`src/rtl/imem_loader.sv`:
```
// imem_loader: program loader and run controller for the pipeline datapath.
// Holds the core in reset, streams a length-prefixed, checksummed image into
// instruction memory over a valid/ready port, writes the stack pointer through
// the register-file port, then releases the core for a fixed cycle budget.
//
// Ports:
//   clk_i, rst_ni          clock (rising edge), async active-low reset
//   start_i                begin a load (accepted only in IDLE/HALT/ERR)
//   in_valid_i, in_data_i  image word stream
//   in_ready_o             loader accepts a word (HDR/DATA/SUM)
//   imem_we_o/addr_o/wdata_o  instruction memory write port (registered)
//   rf_we_o/waddr_o/wdata_o   register file write port (INIT only)
//   core_reset_o           active-high datapath reset, low only in RUN
//   busy_o, done_o, error_o, err_code_o  status
//   cycle_count_o          cycles spent in RUN
//
// state | meaning
// IDLE  | waiting for start, core held in reset
// HDR   | expecting word count N
// DATA  | streaming N words into instruction memory
// SUM   | expecting checksum word
// INIT  | one-cycle stack pointer write
// RUN   | core released for RUN_CYCLES cycles
// HALT  | run finished, core held in reset
// ERR   | bad count or checksum, core held in reset

module imem_loader #(
  parameter int               XLEN       = 32,
  parameter int               DEPTH      = 64,
  parameter int               SP_REG     = 2,
  parameter logic [XLEN-1:0]  SP_INIT    = 32'h400,
  parameter int               RUN_CYCLES = 330,
  parameter int               CNT_W      = 32,
  localparam int              ADDR_W     = $clog2(DEPTH)
) (
  input  logic              clk_i,
  input  logic              rst_ni,
  input  logic              start_i,
  input  logic              in_valid_i,
  input  logic [XLEN-1:0]   in_data_i,
  output logic              in_ready_o,
  output logic              imem_we_o,
  output logic [ADDR_W-1:0] imem_addr_o,
  output logic [XLEN-1:0]   imem_wdata_o,
  output logic              rf_we_o,
  output logic [4:0]        rf_waddr_o,
  output logic [XLEN-1:0]   rf_wdata_o,
  output logic              core_reset_o,
  output logic              busy_o,
  output logic              done_o,
  output logic              error_o,
  output logic [1:0]        err_code_o,
  output logic [CNT_W-1:0]  cycle_count_o
);

  localparam logic [2:0] S_IDLE = 3'd0;
  localparam logic [2:0] S_HDR  = 3'd1;
  localparam logic [2:0] S_DATA = 3'd2;
  localparam logic [2:0] S_SUM  = 3'd3;
  localparam logic [2:0] S_INIT = 3'd4;
  localparam logic [2:0] S_RUN  = 3'd5;
  localparam logic [2:0] S_HALT = 3'd6;
  localparam logic [2:0] S_ERR  = 3'd7;

  localparam logic [1:0] ERR_NONE  = 2'd0;
  localparam logic [1:0] ERR_COUNT = 2'd1;
  localparam logic [1:0] ERR_SUM   = 2'd2;

  localparam logic [XLEN-1:0]   DEPTH_X   = XLEN'(DEPTH);
  localparam logic [ADDR_W:0]   LEFT_ONE  = (ADDR_W+1)'(1);
  localparam logic [ADDR_W-1:0] ADDR_ONE  = ADDR_W'(1);
  localparam logic [CNT_W-1:0]  CNT_ONE   = CNT_W'(1);
  localparam logic [CNT_W-1:0]  RUN_LAST  = CNT_W'(RUN_CYCLES - 1);

  logic [2:0]        state_q, state_d;
  logic [ADDR_W:0]   left_q, left_d;         // data words still to come
  logic [ADDR_W-1:0] addr_q, addr_d;
  logic [XLEN-1:0]   sum_q, sum_d;
  logic [CNT_W-1:0]  cyc_q, cyc_d;
  logic [CNT_W-1:0]  run_left_q, run_left_d; // run timer, terminal count at 0
  logic [1:0]        err_q, err_d;
  logic              imem_we_q, imem_we_d;
  logic [ADDR_W-1:0] imem_addr_q, imem_addr_d;
  logic [XLEN-1:0]   imem_wdata_q, imem_wdata_d;

  logic xfer;
  logic hdr_bad;

  assign in_ready_o = (state_q == S_HDR) || (state_q == S_DATA) || (state_q == S_SUM);
  assign xfer       = in_valid_i && in_ready_o;
  assign hdr_bad    = (in_data_i == '0) || (in_data_i > DEPTH_X);

  always_comb begin
    state_d      = state_q;
    left_d       = left_q;
    addr_d       = addr_q;
    sum_d        = sum_q;
    cyc_d        = cyc_q;
    run_left_d   = run_left_q;
    err_d        = err_q;
    imem_we_d    = 1'b0;
    imem_addr_d  = imem_addr_q;
    imem_wdata_d = imem_wdata_q;
    case (state_q)
      S_IDLE, S_HALT, S_ERR: begin
        if (start_i) begin
          state_d = S_HDR;
          err_d   = ERR_NONE;
          sum_d   = '0;
          addr_d  = '0;
          cyc_d   = '0;
        end
      end
      S_HDR: begin
        if (xfer) begin
          if (hdr_bad) begin
            state_d = S_ERR;
            err_d   = ERR_COUNT;
          end else begin
            // N <= DEPTH here, so the low ADDR_W+1 bits hold it exactly
            left_d  = in_data_i[ADDR_W:0];
            state_d = S_DATA;
          end
        end
      end
      S_DATA: begin
        if (xfer) begin
          imem_we_d    = 1'b1;
          imem_addr_d  = addr_q;
          imem_wdata_d = in_data_i;
          addr_d       = addr_q + ADDR_ONE;
          sum_d        = sum_q + in_data_i;
          left_d       = left_q - LEFT_ONE;
          if (left_q == LEFT_ONE) begin
            state_d = S_SUM;
          end
        end
      end
      S_SUM: begin
        if (xfer) begin
          if (in_data_i == sum_q) begin
            state_d = S_INIT;
          end else begin
            state_d = S_ERR;
            err_d   = ERR_SUM;
          end
        end
      end
      S_INIT: begin
        run_left_d = RUN_LAST;
        state_d    = S_RUN;
      end
      S_RUN: begin
        cyc_d = cyc_q + CNT_ONE;
        if (run_left_q == '0) begin
          state_d = S_HALT;
        end else begin
          run_left_d = run_left_q - CNT_ONE;
        end
      end
      default: state_d = S_IDLE;
    endcase
  end

  always_ff @(posedge clk_i or negedge rst_ni) begin
    if (!rst_ni) begin
      state_q      <= S_IDLE;
      left_q       <= '0;
      addr_q       <= '0;
      sum_q        <= '0;
      cyc_q        <= '0;
      run_left_q   <= '0;
      err_q        <= ERR_NONE;
      imem_we_q    <= 1'b0;
      imem_addr_q  <= '0;
      imem_wdata_q <= '0;
    end else begin
      state_q      <= state_d;
      left_q       <= left_d;
      addr_q       <= addr_d;
      sum_q        <= sum_d;
      cyc_q        <= cyc_d;
      run_left_q   <= run_left_d;
      err_q        <= err_d;
      imem_we_q    <= imem_we_d;
      imem_addr_q  <= imem_addr_d;
      imem_wdata_q <= imem_wdata_d;
    end
  end

  assign imem_we_o     = imem_we_q;
  assign imem_addr_o   = imem_addr_q;
  assign imem_wdata_o  = imem_wdata_q;

  assign rf_we_o       = (state_q == S_INIT);
  assign rf_waddr_o    = rf_we_o ? 5'(SP_REG) : 5'd0;
  assign rf_wdata_o    = rf_we_o ? SP_INIT : '0;

  assign core_reset_o  = (state_q != S_RUN);
  assign done_o        = (state_q == S_HALT);
  assign error_o       = (state_q == S_ERR);
  assign busy_o        = !((state_q == S_IDLE) || done_o || error_o);
  assign err_code_o    = err_q;
  assign cycle_count_o = cyc_q;

endmodule

```
`config.mk`:
```
export PLATFORM = sky130hd
export DESIGN_NAME = imem_loader
export DESIGN_NICKNAME = d
export VERILOG_FILES = /design/src/rtl/imem_loader.sv
export SDC_FILE = /design/constraint.sdc
export NUM_CORES = 1
export LEC_CHECK = 0
export ABC_AREA = 1
export CORE_UTILIZATION = 55
export DETAILED_ROUTE_END_ITERATION = 8
export GPL_TIMING_DRIVEN = 0
export PLACE_DENSITY_LB_ADDON = 0.1
export SYNTH_ARGS = -nofsm -noshare
export SYNTH_HDL_FRONTEND = slang
export SYNTH_SLANG_ARGS = --single-unit
```
`constraint.sdc`:
```
create_clock -name clk_i -period 3.5 [get_ports clk_i]
set_clock_uncertainty 0.05 [all_clocks]
set_input_delay 0.7 -clock clk_i [delete_from_list [all_inputs] [get_ports clk_i]]
set_output_delay 0.7 -clock clk_i [all_outputs]
set_load 0.01 [all_outputs]
```
# --- Word level (Yosys, flattened, before mapping) ---
# Index checks and enable logic that the tools add are counted.
op_classes:
  magnitude_cmp: 1
  add_sub_neg: 5
  n_mux: 32
  n_reduce_logical: 23
  n_eq_ne: 20
ops:
  columns: ["cell", "n"]
  rows:
  - ["32-bit one-hot mux with 2 select lines", 3]
  - ["32-bit two-way mux", 3]
  - ["32-bit zero test", 2]
  - ["32-bit by 1-bit adder with 32-bit output (second input constant)", 1]
  - ["32-bit adder", 1]
  - ["32-bit == test", 1]
  - ["32-bit by 7-bit > comparator with 1-bit output (second input constant)", 1]
  - ["32-bit by 1-bit subtractor with 32-bit output (second input constant)", 1]
  - ["3-bit two-way mux", 7]
  - ["7-bit two-way mux", 3]
  - ["2-bit inequality test (second input constant)", 9]
  - ["3-bit one-hot mux with 6 select lines", 1]
  - ["2-bit two-way mux", 7]
  - ["7-bit one-hot mux with 2 select lines", 1]
  - ["3-bit == test (second input constant)", 4]
  - ["6-bit two-way mux", 2]
  - ["6-bit one-hot mux with 2 select lines", 1]
  - ["6-bit AND reduction", 2]
  - ["11-bit two-way mux", 1]
  - ["2-bit nonzero test", 4]
  - ["7-bit by 1-bit == test with 1-bit output (second input constant)", 1]
  - ["7-bit by 1-bit subtractor with 7-bit output (second input constant)", 1]
  - ["6-bit by 1-bit adder with 6-bit output (second input constant)", 1]
  - ["3-bit by 2-bit == test with 1-bit output (second input constant)", 2]
  - ["other kinds (14)", 21]
totals:
  wordCells: 91
  inputBits: 36
  out_inout_bits: 116
  register_bits: 153

# --- Logic depth before layout (Yosys ltp) ---
depth:
  depth_word: 6
  depth_mapped: 13
  mapped_depth_nobuf: 13

# --- Worst setup path after synthesis ---
# No wires, ideal clock.
synth_path:
  kind: "input to register"
  start: "input in_data_i[0]"
  end: "register sum_q[24]"
  n_path_buf: 0
  t_required_ps: 3333
  arrival_time_ps: 2069
  setup_ps: 117
  stages: 12
  setup_slack_ps: 1264
  path_cell_list: "ha_1 -> fa_1 -> nand3_1 -> nand3_1 -> nand2_1 -> nand2_1 -> nand2_1 -> nand2_1 -> nand2_1 -> nand3_1 -> nand3_1 -> nand2_1"
synth_via:
  elab_chain_len: 3
synth_rtl:
  columns: ["element", "line", "source"]
  rows:
  - ["start, declared", "40", "input logic [XLEN-1:0] in_data_i,"]
  - ["32-bit adder", "132", "sum_d = sum_q + in_data_i;"]
  - ["32-bit two-way mux", "127", "if (xfer) begin"]
  - ["32-bit one-hot mux with 2 select lines", "104", "case (state_q)"]
  - ["end signal, assigned", "181", "sum_q <= sum_d;"]
  - ["end, declared", "78", "logic [XLEN-1:0] sum_q, sum_d;"]
# No other way between the ends. The select of a mux whose other input is x is not followed.
# A chain may end at the register's enable or synchronous reset.

# --- Final worst setup path ---
layout_path:
  start: "register state_q[2]"
  end: "output core_reset_o"
layout_via:
  elab_chain_len: 1
layout_rtl:
  columns: ["element", "line", "source"]
  rows:
  - ["start, declared", "75", "logic [2:0] state_q, state_d;"]
  - ["start signal, assigned", "178", "state_q <= state_d;"]
  - ["3-bit inequality test", "199", "assign core_reset_o = (state_q != S_RUN);"]
  - ["end, declared", "48", "output logic core_reset_o,"]
# No other way between the ends.

==> results_dict.tcl <==
set metrics [dict create \
    status "finished, final reports clean" \
    grt_pass1_vias 10200 \
    reg2reg_depth 13 \
    total_number_of_yosys_warnings 0 \
    first_iter_violations 836 \
    global_route.usage.total_pct 32.5 \
    power.density_cell_area_nw_per_um2 769 \
    timing_worst_setup_path_type "reg -> out" \
    synth.lib_cells_used.distinct 41 \
    compound_cell_area_share_of_the_yosys_netlist_pct 7.50 \
    clock-sinks 153 \
    timing.final.setup_violations 0 \
    drt_pre_antenna_iters 6 \
    layout_cells_sized_above_1_pct 6.04 \
    yosysSeqAreaShare_pct 35.9 \
    io-pin-count 152 \
    finalMaxSlewViolations 0 \
    synthMostInstantiatedCell "sky130_fd_sc_hd__nand2_1" \
    synth_async_sr_flop_share_pct 100 \
    synthDominantCellAreaShare_pct 35.9 \
    max-slew-margin-rel_pct 50.9 \
    postCtsSetupBuffers 0 \
    cp_cell_sequence "inv_1 > nor2_4 > nand2_2 > clkbuf_1 > clkdlybuf4s50_1" \
    power.ir.vdd_worst_mv 0.544 \
    ant_nets 0 \
    highest_layer "met4" \
    insertedDiodeCount 0 \
    largest_family_of_logic_cells_by_synthesized_area "simple AND/OR/NAND/NOR gates" \
    timing.critical_path.slowest_cell_delay_ns 0.65 \
    clock_tree_from_tritoncts "done" \
    detailroute.via_count 10700 \
    std_cell_rows 50 \
    post_synth_main_area_contributors "sky130_fd_sc_hd__dfrtp_1, sky130_fd_sc_hd__nand2_1, sky130_fd_sc_hd__inv_1" \
    wirelength_um 31400 \
    period_needed_ns 3.19 \
    met2_routed_length_um 13900 \
    effective_utilization_at_floorplan_pct 56.6 \
    crit_arrival_ns 2.44 \
    timing_worst_slew_pin_value_ns 0.737 \
    syn-mean-instance-area_um2 6.58 \
    hold_viol 0 \
    area_delta_synth_final_pct 21.4 \
    clock_tree.htree_level_count 4 \
    syn-cell-area_um2 10700 \
    core_region_area_um2 18800 \
    type_of_origin_of_the_critical_path "flip-flop" \
    maxCapViolations 0 \
    layout.filler_cells 1703 \
    detailed_placement_hpwl_um 23900 \
    grt_overflow 0 \
    worst_r2r_start "sum_q[0]" \
    synth_xor_area_share_pct 3.45 \
    wl_met1_um 14500 \
    post_cts_hold_buffer_count 0 \
    synth_simple_gate_area_share_pct 36.7 \
    synth_cells 1622 \
    cts_made_buffers 17 \
    final_core_utilization_pct 68.8 \
    grt_pass1_wl_um 50400 \
    die_height_um 141 \
    ff2ff_setup_slack_ns 1.12 \
    grt_start_max_net_pins 110 \
    post_synth_edffs 0 \
    cts.clk_slew.worst_paths_ns 0.06 \
    met3_length_um 2170 \
    avgRoutedWirePerCell_um 15.2 \
    postSynthRegisterBits 153 \
    holdCritPathClass "in -> async" \
    worst_setup_end_kind "output port" \
    post-route-drc-count 0 \
    fin_hold_ws_ns 0.102 \
    power.leakage_nw 6.84 \
    rsz_0062_raised_after_global_routing "false" \
    cts_root_buffer "sky130_fd_sc_hd__clkbuf_16" \
    post_synth_mux_area_share_pct 0.0938 \
    clockBufferDepth 2 \
    die-area_um2 20000 \
    post_synthesis_share_of_cell_area_spent_on_full_adders_half_adders_and_majority_gates_pct 4.53 \
    finalNetCount 1866 \
    required_ns 2.75 \
    place.port_buffers 116 \
    max_clock_freq_ghz 0.313 \
    highest_delay_cell_along_the_critical_path "sky130_fd_sc_hd__clkdlybuf4s50_1" \
    initial_antenna_violation_count 0 \
    finalWeightedCongestion 0.955 \
    synth_common_cells "sky130_fd_sc_hd__nand2_1, sky130_fd_sc_hd__inv_1, sky130_fd_sc_hd__nor2_1" \
    yosys_top_cell_by_area "sky130_fd_sc_hd__dfrtp_1" \
    critical_path_peak_fanout 10 \
    timing.rr.end "sum_q[24]" \
    postSynth.topFlopCell "sky130_fd_sc_hd__dfrtp_1" \
    clkLatencyLatePin_ns 0.43 \
    cts-resized-gates 0 \
    final.period_utilization_pct 91.1 \
    vias_per_cell 5.20 \
    die_width_um 141 \
]
## cells by family after synthesis
| logic type | after synthesis |
|---|---|
| and+or+nand+nor | 959 |
| AOI/OAI and AO/OA | 150 |
| buffers and inverters | 278 |
| xor gates and xnor gates | 42 |
| muxes | 1 |
| DFF | 153 |
| other | 1 |
| adders and majority gates | 38 |
## critical path, delay by kind of cell, from the launching register on
kind / cells / cell delay [ns]
and+or+nand+nor: 2 / 0.28
buffers and inverters: 3 / 1.32
DFF: 1 / 0.40
## stage by stage
step                power [mW]  std cells  area, µm²  setup TNS, ns  setup slack (ns)
floorplan                 5.99       1656      10800              0              1.26
global placement          7.73       2032      12300        -727.72             -4.78
detailed placement        7.84       2033      12300              0             0.231
CTS                       9.91       2065      12900              0             0.368
global route              10.7       2065      12900              0             0.280
finish                    9.95       2065      12900              0             0.310
## power by group
group          internal (mW)  switching, mW  total, mW
clock                   1.23          0.813       2.04
sequential              2.34          0.459       2.80
combinational           1.90           3.22       5.12
total                   5.46           4.49       9.95
## flip-flops by register name, indices dropped and copies added (netlist names)
| name | flops |
|---|---|
| addr_q | 6 |
| cycle_count_o | 32 |
| err_code_o | 2 |
| imem_addr_o | 6 |
| imem_wdata_o | 32 |
| imem_we_o | 1 |
| left_q | 7 |
| run_left_q | 32 |
| state_q | 3 |
| sum_q | 32 |
## worst max path at each step
stage | from | to | slack (ns) | depth (start not counted)
2_1_floorplan | in_data_i[0] | sum_q[24] | 1.26 | 12
3_3_place_gp | rst_ni | run_left_q[18] | -4.78 | 1
3_5_place_dp | in_data_i[28] | left_q[0] | 0.23 | 9
4_1_cts | state_q[2] | core_reset_o | 0.37 | 5
5_1_grt | state_q[2] | core_reset_o | 0.28 | 5
6_report | state_q[2] | core_reset_o | 0.31 | 5
## layout by cell type (no fill, tap or decap), drive strengths merged
cell             n
fa               1
xnor2           12
nor3b            1
clkdlybuf4s50  115
nand4           24
o21ai           88
nand2          591
o31ai            5
xor2            30
a31oi            1
a21boi           1
buf             64
a21oi           42
a22o             1
nor2           193
ha              37
clkbuf          28
mux2i            1
clkinvlp         2
o22ai            7
o21bai           3
and2             2
or2              1
inv            212
nand3          113
clkinv           2
nand3b           3
dfrtp          153
conb            35
a21o             2
nor3            31
bufinv           4
## area by class of cell
type / instances / area [µm²] / area share (%)
clock buffer: 20 / 447 / 3.45
multi-input combinational: 1225 / 5710 / 44.1
sequential: 153 / 3830 / 29.6
clock inverter: 12 / 186 / 1.44
tap: 260 / 325 / 2.51
timing repair buffer: 117 / 1190 / 9.22
inverter: 208 / 783 / 6.05
buffer: 70 / 475 / 3.67
## metal layers
layer | global-route usage [%] | vias up
met5 | 0 | -
met4 | 11.7 | 0
met3 | 6.34 | 64
met2 | 51.3 | 395
met1 | 44.6 | 4920
li1 | - | 5354
Power figures use the tool's default switching activity.
